==> config.mk <==
export PLATFORM = sky130hd
export DESIGN_NAME = gate_test_sequencer_flat
export DESIGN_NICKNAME = d
export VERILOG_FILES = /design/src/rtl/gate_test_sequencer_pkg.sv /design/src/rtl/gate_test_sequencer_if.sv /design/src/rtl/gate_test_sequencer_settle_timer.sv /design/src/rtl/gate_test_sequencer.sv /design/src/flat_wrapper.sv
export SDC_FILE = /design/constraint.sdc
export NUM_CORES = 1
export LEC_CHECK = 0
export CAP_MARGIN = 20
export CORE_UTILIZATION = 50
export CTS_BUF_LIST = sky130_fd_sc_hd__clkbuf_2
export CTS_CLUSTER_SIZE = 40
export DETAILED_ROUTE_END_ITERATION = 10
export DONT_BUFFER_PORTS = 1
export PLACE_DENSITY_LB_ADDON = 0.05
export SYNTH_ARGS = -nofsm -noshare
export SYNTH_HDL_FRONTEND = slang
export SYNTH_SLANG_ARGS = --single-unit
export TNS_END_PERCENT = 1
==> constraint.sdc <==
create_clock -name clk -period 1.8 [get_ports clk]
set_input_delay 0.18 -clock clk [delete_from_list [all_inputs] [get_ports clk]]
set_output_delay 0.18 -clock clk [all_outputs]
set_load 0.05 [all_outputs]
==> src/rtl/gate_test_sequencer_pkg.sv <==
// Shared types and constants for the XOR gate test sequencer.
package gate_test_pkg;

    // Sequencer state encoding; also exported on the debug state output.
    typedef enum logic [1:0] {
        ST_IDLE   = 2'd0,
        ST_SETTLE = 2'd1,
        ST_CHECK  = 2'd2,
        ST_DONE   = 2'd3
    } state_e;

    // Width of the settle counter; holds SETTLE-1 for SETTLE up to 15.
    localparam int SETTLE_W = 4;

endpackage : gate_test_pkg

==> src/rtl/gate_test_sequencer_if.sv <==
// Control/stimulus bundle between the harness and the gate test sequencer.
//
// Handshake: start is a request level sampled only while the sequencer is
// idle or done (busy=0); a request accepted on a clock edge raises busy on
// the next cycle, and further start pulses are ignored while busy=1. done is
// the completion flag: it stays high (with pass/err_count/first_fail stable)
// until the next accepted start, an abort, or reset. abort is accepted in any
// state and wins over start.
interface gate_test_sequencer_if import gate_test_pkg::*; #(
    parameter int WIDTH = 2
) ();

    logic             start;
    logic             abort;
    logic             dut_out;
    logic [WIDTH-1:0] stim;
    logic             busy;
    logic             done;
    logic             pass;
    logic [WIDTH:0]   err_count;
    logic [WIDTH-1:0] first_fail;
    state_e           dbg_state;

    // Harness side: issues commands and returns the gate output.
    modport master (
        output start, abort, dut_out,
        input  stim, busy, done, pass, err_count, first_fail, dbg_state
    );

    // Sequencer side.
    modport slave (
        input  start, abort, dut_out,
        output stim, busy, done, pass, err_count, first_fail, dbg_state
    );

endinterface : gate_test_sequencer_if

==> src/rtl/gate_test_sequencer_settle_timer.sv <==
// Loadable down-counter that times how long each vector settles.
module settle_timer import gate_test_pkg::*; #(
    parameter int W = SETTLE_W
) (
    input  logic         clk,
    input  logic         rst,
    input  logic         load,
    input  logic [W-1:0] load_val,
    input  logic         dec,
    output logic         zero
);

    logic [W-1:0] cnt_q, cnt_d;

    // Load wins over decrement; the count saturates at zero.
    always_comb begin
        cnt_d = cnt_q;
        if (load) begin
            cnt_d = load_val;
        end else if (dec && (cnt_q != '0)) begin
            cnt_d = cnt_q - W'(1);
        end
    end

    // Counter register.
    always_ff @(posedge clk or posedge rst) begin
        if (rst) begin
            cnt_q <= '0;
        end else begin
            cnt_q <= cnt_d;
        end
    end

    assign zero = (cnt_q == '0);

endmodule : settle_timer

==> src/rtl/gate_test_sequencer.sv <==
// Sweeps an XOR gate-under-test through its whole truth table in ascending
// order, holds each vector for SETTLE cycles, checks the gate output in a
// single CHECK cycle, and reports error count, first failing vector and pass.
module gate_test_sequencer import gate_test_pkg::*; #(
    parameter int WIDTH  = 2,
    parameter int SETTLE = 2
) (
    input logic                  clk,
    input logic                  rst,
    gate_test_sequencer_if.slave bus
);

    localparam logic [SETTLE_W-1:0] SETTLE_LOAD = SETTLE_W'(SETTLE - 1);
    localparam logic [WIDTH-1:0]    STIM_LAST   = '1;

    state_e           state_q, state_d;
    logic [WIDTH-1:0] stim_q, stim_d;
    logic [WIDTH-1:0] first_fail_q, first_fail_d;
    logic [WIDTH:0]   err_q, err_d;
    logic             pass_q, pass_d;

    logic start_ok;
    logic last_vec;
    logic mismatch;
    logic timer_load;
    logic timer_dec;
    logic timer_zero;

    // A start only counts when not busy and not overridden by abort.
    assign start_ok = bus.start && !bus.abort &&
                      ((state_q == ST_IDLE) || (state_q == ST_DONE));
    assign last_vec = (stim_q == STIM_LAST);
    assign mismatch = (bus.dut_out != (^stim_q));

    // Timer reloads at the start of every vector and counts down in SETTLE.
    assign timer_load = start_ok ||
                        ((state_q == ST_CHECK) && !last_vec && !bus.abort);
    assign timer_dec  = (state_q == ST_SETTLE);

    settle_timer #(.W(SETTLE_W)) u_settle_timer (
        .clk      (clk),
        .rst      (rst),
        .load     (timer_load),
        .load_val (SETTLE_LOAD),
        .dec      (timer_dec),
        .zero     (timer_zero)
    );

    // State register.
    always_ff @(posedge clk or posedge rst) begin
        if (rst) begin
            state_q <= ST_IDLE;
        end else begin
            state_q <= state_d;
        end
    end

    // Next-state logic; abort overrides everything else.
    always_comb begin
        state_d = state_q;
        if (bus.abort) begin
            state_d = ST_IDLE;
        end else begin
            case (state_q)
                ST_IDLE, ST_DONE: if (bus.start) state_d = ST_SETTLE;
                ST_SETTLE:        if (timer_zero) state_d = ST_CHECK;
                ST_CHECK:         state_d = last_vec ? ST_DONE : ST_SETTLE;
                default:          state_d = ST_IDLE;
            endcase
        end
    end

    // Status outputs decoded from the current state.
    always_comb begin
        bus.busy      = (state_q == ST_SETTLE) || (state_q == ST_CHECK);
        bus.done      = (state_q == ST_DONE);
        bus.pass      = (state_q == ST_DONE) && pass_q;
        bus.dbg_state = state_q;
    end

    // Datapath: stimulus stepping, error accounting and the final verdict.
    // Abort clears stim/pass but keeps err_count/first_fail for inspection.
    always_comb begin
        stim_d       = stim_q;
        err_d        = err_q;
        first_fail_d = first_fail_q;
        pass_d       = pass_q;
        if (bus.abort) begin
            stim_d = '0;
            pass_d = 1'b0;
        end else if (start_ok) begin
            stim_d       = '0;
            err_d        = '0;
            first_fail_d = '0;
            pass_d       = 1'b0;
        end else if (state_q == ST_CHECK) begin
            if (mismatch) begin
                err_d = err_q + (WIDTH+1)'(1);
                if (err_q == '0) begin
                    first_fail_d = stim_q;
                end
            end
            if (last_vec) begin
                pass_d = (err_q == '0) && !mismatch;
            end else begin
                stim_d = stim_q + WIDTH'(1);
            end
        end
    end

    // Datapath registers.
    always_ff @(posedge clk or posedge rst) begin
        if (rst) begin
            stim_q       <= '0;
            err_q        <= '0;
            first_fail_q <= '0;
            pass_q       <= 1'b0;
        end else begin
            stim_q       <= stim_d;
            err_q        <= err_d;
            first_fail_q <= first_fail_d;
            pass_q       <= pass_d;
        end
    end

    assign bus.stim       = stim_q;
    assign bus.err_count  = err_q;
    assign bus.first_fail = first_fail_q;

endmodule : gate_test_sequencer
==> src/flat_wrapper.sv <==
// flat-port wrapper written by rule: the top's interface ports become plain ports
module gate_test_sequencer_flat import gate_test_pkg::*;
#(
    parameter int WIDTH  = 2,
    parameter int SETTLE = 2
)
  (clk, rst, bus_start, bus_abort, bus_dut_out, bus_stim, bus_busy, bus_done, bus_pass, bus_err_count, bus_first_fail, bus_dbg_state);
  gate_test_sequencer_if #(.WIDTH(WIDTH)) bus_i ();
  input logic clk;
  input logic rst;
  input wire logic [$bits(bus_i.start)-1:0] bus_start;
  input wire logic [$bits(bus_i.abort)-1:0] bus_abort;
  input wire logic [$bits(bus_i.dut_out)-1:0] bus_dut_out;
  output wire logic [$bits(bus_i.stim)-1:0] bus_stim;
  output wire logic [$bits(bus_i.busy)-1:0] bus_busy;
  output wire logic [$bits(bus_i.done)-1:0] bus_done;
  output wire logic [$bits(bus_i.pass)-1:0] bus_pass;
  output wire logic [$bits(bus_i.err_count)-1:0] bus_err_count;
  output wire logic [$bits(bus_i.first_fail)-1:0] bus_first_fail;
  output wire logic [$bits(bus_i.dbg_state)-1:0] bus_dbg_state;
  assign bus_i.start = bus_start;
  assign bus_i.abort = bus_abort;
  assign bus_i.dut_out = bus_dut_out;
  assign bus_stim = bus_i.stim;
  assign bus_busy = bus_i.busy;
  assign bus_done = bus_i.done;
  assign bus_pass = bus_i.pass;
  assign bus_err_count = bus_i.err_count;
  assign bus_first_fail = bus_i.first_fail;
  assign bus_dbg_state = bus_i.dbg_state;
  gate_test_sequencer #(.WIDTH(WIDTH), .SETTLE(SETTLE)) u_core (.clk(clk), .rst(rst), .bus(bus_i));
endmodule
==> results.md, run 1 <==
- The number of gates given a new drive strength after cts is 0.
- The post-route DRC violation count is 0.
- 17 I/O pins were placed.
- The clock period minus worst slack is 1.59 ns.
- After routing, the total negative slack on setup checks comes to 0 ns.
- The source-to-sink clock delay at the later pin of the worst-skew pair is 0.26 ns.
- Synthesis produced a netlist with a net count of 101.
- The worst setup path is of the reg2reg kind.
- The most frequent standard cell in the layout excluding fill and tap cells is sky130_fd_sc_hd__dfrtp_1.
- The worst setup path is launched from a flip-flop.
- The number of clock buffers added by TritonCTS is 3.
- The worst-case headroom to the max-slew limit is 0.626.
- The measured slew at the worst slew-check pin is between 0.5 and 0.6 ns.
- The final period utilization is 0.884.
- The number of port buffers is 0.
- The proportion of layout cells with a drive suffix above 1 is 0.183.
- The width of the die is 43.3 µm.
- The element type at the critical path end is a flip-flop.
- After clock tree synthesis, the clock-pin slew on the worst setup and hold paths is ~0.13 ns.
- The main flop type after synthesis is sky130_fd_sc_hd__dfrtp_1.
- The clock passes through at most 2 buffers.
- Compared with the post-synthesis result, the final layout area differs by 18.8%.
- The via count of the first global-routing pass is between 700 and 800.
- The initial utilization of the core area, before any placement, comes to 0.552.
- The achievable frequency is 0.628 GHz.
- For the worst setup path, the data arrival time is 1.79 ns.
- The global-route congestion overflow total is 0.
- The post-synthesis instance total is 89.
- The synthesized cell area is 851 µm².
- The first global-routing pass estimated 2.85 mm of wire.
- The average cell area after synthesis is 9.56 µm².
- The setup skew after layout is 0.00747 ns.
- Setup violations remaining at the end of the flow were counted as 0.
- The placer congestion estimate is 0.785.
- The maximum VDD drop is 0.565 mV.
- The half-perimeter wire length after detailed placement is 1.24 mm.
- The number of storage elements in the synthesis netlist is 14.
- Entering global routing, the biggest net connects 15 pins.
- The share of synthesized registers carrying an async set or reset is 1.00.
- The number of max-slew violations in the final report was 0.
- The core region is around 1500 µm².
- The final layout contains 118 nets.
- The number of iterations in the first detailed-routing pass is 4.
- The power density normalized to cell area is 1310 nW/µm².
- Measured along the y axis, the die boundary spans 43.3 µm.
- For met1 alone, demand over resource in global routing was 0.278.
- The fraction of met3 tracks used by global routing is 0.0340.
- The post-synthesis sequential area ratio is 0.412.
- For this design, the sink count on the clock tree is 14.
- The buffer type at the clock tree root is sky130_fd_sc_hd__clkbuf_2.
- The flow ran to the end, and the final reports show no timing, DRC or antenna violations.
- Row generation in the floorplan step produced 14 rows.
- The die covers 1870 µm².
- The data required time of the worst path is 2.00 ns.
- For this run, the total global-route usage over all layers was measured as 0.205.
- The count of inserted antenna diode cells is 0.
- In the layout the commonest cells are sky130_fd_sc_hd__dfrtp_1 (14), sky130_fd_sc_hd__nand2_1 (11), sky130_fd_sc_hd__buf_4 (9).
- The detailed router finished its first iteration with 14 violations.
- The tightest hold path in the finished design has a slack of 0.0117 ns.
- The hold violation total from the final report was 0.
- Yosys mapped a number of flops with a built-in enable equal to 0.
- Summed over all layers, the routed wires come to 1.67 mm.
- The most used routing layer is met2.
- The number of warnings reported in the yosys synthesis log is 0.
- Counting distinct cell types in the post-synthesis netlist gives 31.
- In the routed layout, each cell is associated on average with a via count of 5.70.
- The number of setup buffers added after CTS is 0.
- The CTS tree is built.
- For this design the static power due to leakage is 0.480 nW.
- The met2 track utilization from global routing is 0.325.
- The post-detailed-route count of antenna-violating nets is 0.
- The total number of H-tree levels is 1.
- The maximum fanout along the worst path is 7.
- After detailed routing, the average wire length per cell comes to 13.9 µm.
- Setup repair after global routing left no endpoint under its margin.
- The initial antenna violation count is 0.
- Max-cap violations in this run came to 0.
- The detailed-route via count is around 700.
- The min-delay analysis places its worst path in the category in2reg.
## cell families (layout without fill, tap and decap cells)
logic type,after synthesis,in the layout,share of synthesized area
AO/OA/AOI/OAI,18,18,0.143
buffers and inverters,9,24,0.0412
XOR/XNOR,3,3,0.0309
multiplexers,2,2,0.0235
flip-flops,14,14,0.412
AND/OR/NAND/NOR,36,36,0.247
adder cells (fa/ha/maj),7,7,0.103
## report_power, final
group          internal, mW  switching [mW]
Clock                0.0455          0.0952
Combinational         0.312           0.439
Sequential            0.376          0.0557
## worst paths after layout
check	depth (start not counted)	start	slack, ns	endpoint
max in group asynchronous	2	rst	1.04	u_core.pass_q$_DFFE_PP0P_
hold / removal	1	bus_abort	0.01	u_core.bus.dbg_state[1]$_DFFE_PP0P_
setup / recovery	4	u_core.bus.stim[0]$_DFFE_PP0P_	0.21	u_core.bus.err_count[0]$_DFFE_PP0P_
hold reg to reg	2	u_core.pass_q$_DFFE_PP0P_	0.55	u_core.pass_q$_DFFE_PP0P_
setup reg to reg	4	u_core.bus.stim[0]$_DFFE_PP0P_	0.21	u_core.bus.err_count[0]$_DFFE_PP0P_
min in group asynchronous	2	rst	0.39	u_core.u_settle_timer.cnt_q[3]$_DFFE_PP0P_
## registers in the layout (all words and copies together) (netlist names)
signal	flops
u_core.bus.stim	2
u_core.bus.first_fail	2
u_core.pass_q	1
u_core.u_settle_timer.cnt_q	4
u_core.bus.dbg_state	2
u_core.bus.err_count	3
## cells in the mapped netlist (all sizes together) (3+ instances only)
cell     n  area share
ha       7        0.10
inv      8       0.035
nor2     3       0.013
dfrtp   14        0.41
or3      4       0.029
nand2   11       0.049
a21oi    8       0.047
nand2b   5       0.037
## worst max-delay path, stage by stage, from the launching register on
cell,delay [ns]
sky130_fd_sc_hd__dfrtp_1,0.40
sky130_fd_sc_hd__ha_1,0.34
sky130_fd_sc_hd__xnor2_1,0.44
sky130_fd_sc_hd__o21ai_0,0.20
sky130_fd_sc_hd__a21boi_1,0.14
## metrics by stage
step | power (mW) | setup WS [ns] | area, µm² | cells | util
2_1_floorplan | 0.968 | 0.0280 | 853 | 89 | -
3_3_place_gp | 1.17 | 0.262 | 976 | 115 | 0.633
3_5_place_dp | 1.19 | 0.223 | 976 | 115 | 0.633
4_1_cts | 1.34 | 0.190 | 1010 | 120 | 0.656
5_1_grt | 1.41 | 0.0538 | 1010 | 120 | 0.656
6_report | 1.32 | 0.208 | 1010 | 120 | 0.656
## layout make-up
cell class,count,area (µm²)
Sequential cell,14,350
Clock buffer,3,15.0
Timing Repair Buffer,13,128
Inverter,8,30.0
Tap cell,16,20.0
Fill cell,127,531
Multi-Input combinational cell,66,468
## per-layer routing
| metal | routed length (µm) | vias up | share of wire |
|---|---|---|---|
| met3 | 106 | 2 | 0.064 |
| met1 | 809 | 313 | 0.49 |
| met5 | 0 | - | 0 |
| li1 | - | 348 | - |
| met2 | 739 | 21 | 0.44 |
| met4 | 12 | 0 | 0.0072 |
## what timing repair did
action,CTS,global route
endpoints found under the setup margin,0,0
hold buffers,2,0
hold endpoints to repair,15,0
Note: power is estimated with default switching activity, not from simulation.
==> run 2: changes to the inputs <==
Settings changed: CORE_UTILIZATION 50 to 45.
==> run 2 against run 1 <==
  * Sequential power is essentially flat
  * Global-route usage fell by 2.6 points
  * Sequential share of layout area is 0.51 points lower
  * Setup slack barely moved
  * Clock power grew 11%
  * Non-clock buffer count unchanged
  * Largest power group unchanged
==> results.md, run 2 (synthesized netlist as in run 1, its figures left out) <==
- The starting density of the core is 0.487 (was 0.552).
- The global router's overall resource usage is 0.180 (was 0.205).
- The measured slew at the worst slew-check pin is 0.540 ns (was 0.561 ns).
- The flip-flop count of the largest register, all copies and words added was 4 (unchanged).
- The standard cell area after detailed placement is 987 µm² (was 976 µm²).
- Status: finished, final reports clean (unchanged).
- The path type of the worst min-delay path is in2reg (unchanged).
- The final setup TNS is 0 ns (unchanged).
- The highest cell delay on the worst timing path is 0.42 ns (was 0.44 ns).
- The CTS tree is built (unchanged).
- The mean number of vias per cell was 5.21 (was 5.70).
- The number of setup buffers added after CTS is 0 (unchanged).
- The data required time of the worst path came to 1.62 ns (was 2.00 ns).
- The total number of nets in the final design is 118 (unchanged).
- The power density normalized to cell area is 1300 nW/µm² (was 1310 nW/µm²).
- The final-layout fill cell count is 162 (was 127).
- The half-perimeter wire length after detailed placement came to 1.19 mm (was 1.24 mm).
- The number of iterations in the first detailed-routing pass is 3 (was 4).
- The cell at the slowest stage of the critical path is sky130_fd_sc_hd__dfrtp_1 (was sky130_fd_sc_hd__xnor2_1).
- The sort of element at the start of the critical path is a flip-flop (unchanged).
- The number of port buffers was 0 (unchanged).
- The final hold slack is 0.0644 ns (was 0.0117 ns).
- The clock-pin slew on the worst setup and hold paths is 0.14 ns (was 0.13 ns).
- The worst-case headroom to the max-slew limit is 0.639 (was 0.626).
- The post-layout instance area is 1030 µm² (was 1010 µm²).
- The overall power after layout is 1.34 mW (was 1.32 mW).
- The detailed-route via count is 677 (was 684).
- The post-route DRC violation count is 0 (unchanged).
- The most frequent standard cell in the layout excluding fill and tap cells is sky130_fd_sc_hd__dfrtp_1 (unchanged).
- The classification of the worst setup path is reg2out (was reg2reg).
- The proportion of layout cells with a drive suffix above 1 came to 0.181 (was 0.183).
- The maximum VDD drop is 0.739 mV (was 0.565 mV).
- The most used routing layer is met2 (unchanged).
- The initial antenna violation count is 0 (unchanged).
- The die boundary height is 45.5 µm (was 43.3 µm).
- Top library cells by usage in the layout, fill and taps aside: sky130_fd_sc_hd__dfrtp_1 (14), sky130_fd_sc_hd__nand2_1 (11), sky130_fd_sc_hd__buf_4 (9) (unchanged).
- The fraction of met3 tracks used by global routing is 0.0357 (was 0.0340).
- RSZ-0062 raised after global routing: false (unchanged).
- The element type at the critical path end is a primary output (was flip-flop).
- The number of violations of the max-capacitance limit was 0 (unchanged).
- The routed length per placed instance is 12.0 µm (was 13.9 µm).
- The via count of the first global-routing pass is 644 (was 710).
- The clock period minus worst slack is 1.59 ns (about the same).
- The detailed-route wire length was 1.57 mm (was 1.67 mm).
- The critical path's top delay family is flip-flops (was XOR/XNOR gates).
- The final period utilization is 0.884 (about the same).
- The signal arrival time at the worst endpoint is 1.41 ns (was 1.79 ns).
- The overall die area is 2070 µm² (was 1870 µm²).
- The final number of setup-violating endpoints is 0 (unchanged).
- The count of inserted antenna diode cells is 0 (unchanged).
- The global-route congestion overflow total is 0 (unchanged).
- The post-detailed-route count of antenna-violating nets is 0 (unchanged).
- The number of standard-cell rows in the floorplan was 15 (was 14).
- The achievable frequency was 0.629 GHz (was 0.628 GHz).
- The number of clock sinks is 14 (unchanged).
- The maximum clock insertion buffer count is 2 (unchanged).
- The met2 track utilization from global routing is 0.260 (was 0.325).
- The buffer and inverter count on the worst path is 2 (was 0).
- The buffer type at the clock tree root is sky130_fd_sc_hd__clkbuf_2 (unchanged).
- The initial DRC count is 1 (was 14).
- The number of max-slew violations in the final report is 0 (unchanged).
- The hold violation total from the final report is 0 (unchanged).
- The total number of H-tree levels came to 1 (unchanged).
- The register name with the most flops was u_core.u_settle_timer.cnt_q (unchanged).
- Cell-by-cell trace of the critical path: buf_4 -> ha_2 -> and2_1 -> buf_12 (was ha_1 -> xnor2_1 -> o21ai_0 -> a21boi_1).
- The leakage power total came to 0.482 nW (was 0.480 nW).
- The placer congestion estimate was 0.733 (was 0.785).
- The pin count of the biggest net entering global routing is 15 (unchanged).
- The source-to-sink clock delay at the later pin of the worst-skew pair is 0.29 ns (was 0.26 ns).
- The setup skew after layout is 0.00678 ns (was 0.00747 ns).
- The layout-stage area growth over the synthesis result came to 20.6% (was 18.8%).
- The I/O pin count was 17 (unchanged).
- The global-route met1 utilization is 0.252 (was 0.278).
- The global-route wire length before repair came to 2.67 mm (was 2.85 mm).
- The maximum fanout along the worst path is 3 (was 7).
- The core region area is 1750 µm² (was 1540 µm²).
- The total CTS buffers is 3 (unchanged).
- The width of the die is 45.5 µm (was 43.3 µm).
run 2: worst paths after layout:
check	start	cells past startpoint	slack [ns]	to
worst max-delay path	u_core.bus.dbg_state[0]$_DFFE_PP0P_	4	0.21	bus_pass
worst min-delay path	bus_abort	2	0.06	u_core.bus.dbg_state[0]$_DFFE_PP0P_
worst max register to register	u_core.bus.stim[0]$_DFFE_PP0P_	4	0.22	u_core.bus.err_count[2]$_DFFE_PP0P_
worst min register to register	u_core.pass_q$_DFFE_PP0P_	2	0.54	u_core.pass_q$_DFFE_PP0P_
max in group asynchronous	rst	2	1.09	u_core.bus.dbg_state[0]$_DFFE_PP0P_
min in group asynchronous	rst	2	0.35	u_core.bus.first_fail[1]$_DFFE_PP0P_
run 2: layer usage:
layer | vias up | wire (µm) | share of wire
met5 | - | 0 | 0
met3 | 4 | 75 | 0.048
met1 | 309 | 834 | 0.53
li1 | 348 | - | -
met2 | 16 | 632 | 0.40
met4 | 0 | 23 | 0.015
run 2: final cells by class:
class | count | area [µm²] | area share
multi-input combinational | 66 | 468 | 0.456
clock buffer | 3 | 15.0 | 0.0146
sequential | 14 | 350 | 0.341
inverter | 8 | 30.0 | 0.0293
timing repair buffer | 13 | 128 | 0.124
clock inverter | 1 | 3.75 | 0.00366
tap | 25 | 31.3 | 0.0305
run 2: through the flow:
stage           util  cells  setup slack [ns]
2_1_floorplan      -     89            0.0280
3_3_place_gp   0.566    124             0.246
3_5_place_dp   0.566    124             0.243
4_1_cts        0.588    130             0.190
5_1_grt        0.588    130            0.0561
6_report       0.588    130             0.209
run 2: report_power, final:
group / switching (mW) / internal (mW) / leakage, nW
Combinational: 0.436 / 0.312 / 0.280
Clock: 0.108 / 0.0483 / 0.0140
Sequential: 0.0555 / 0.376 / 0.188
run 2: worst reg2reg max path, stage by stage, from the launching register on:
cell	delay [ns]
sky130_fd_sc_hd__dfrtp_1	0.41
sky130_fd_sc_hd__ha_1	0.34
sky130_fd_sc_hd__xnor2_1	0.46
sky130_fd_sc_hd__nor3b_1	0.13
sky130_fd_sc_hd__mux2i_1	0.14
run 2: what timing repair did:
| action | in CTS | in global routing |
|---|---|---|
| hold buffers | 2 | 0 |
| endpoints found under the hold margin | 16 | 0 |
| resized for setup | 0 | 0 |
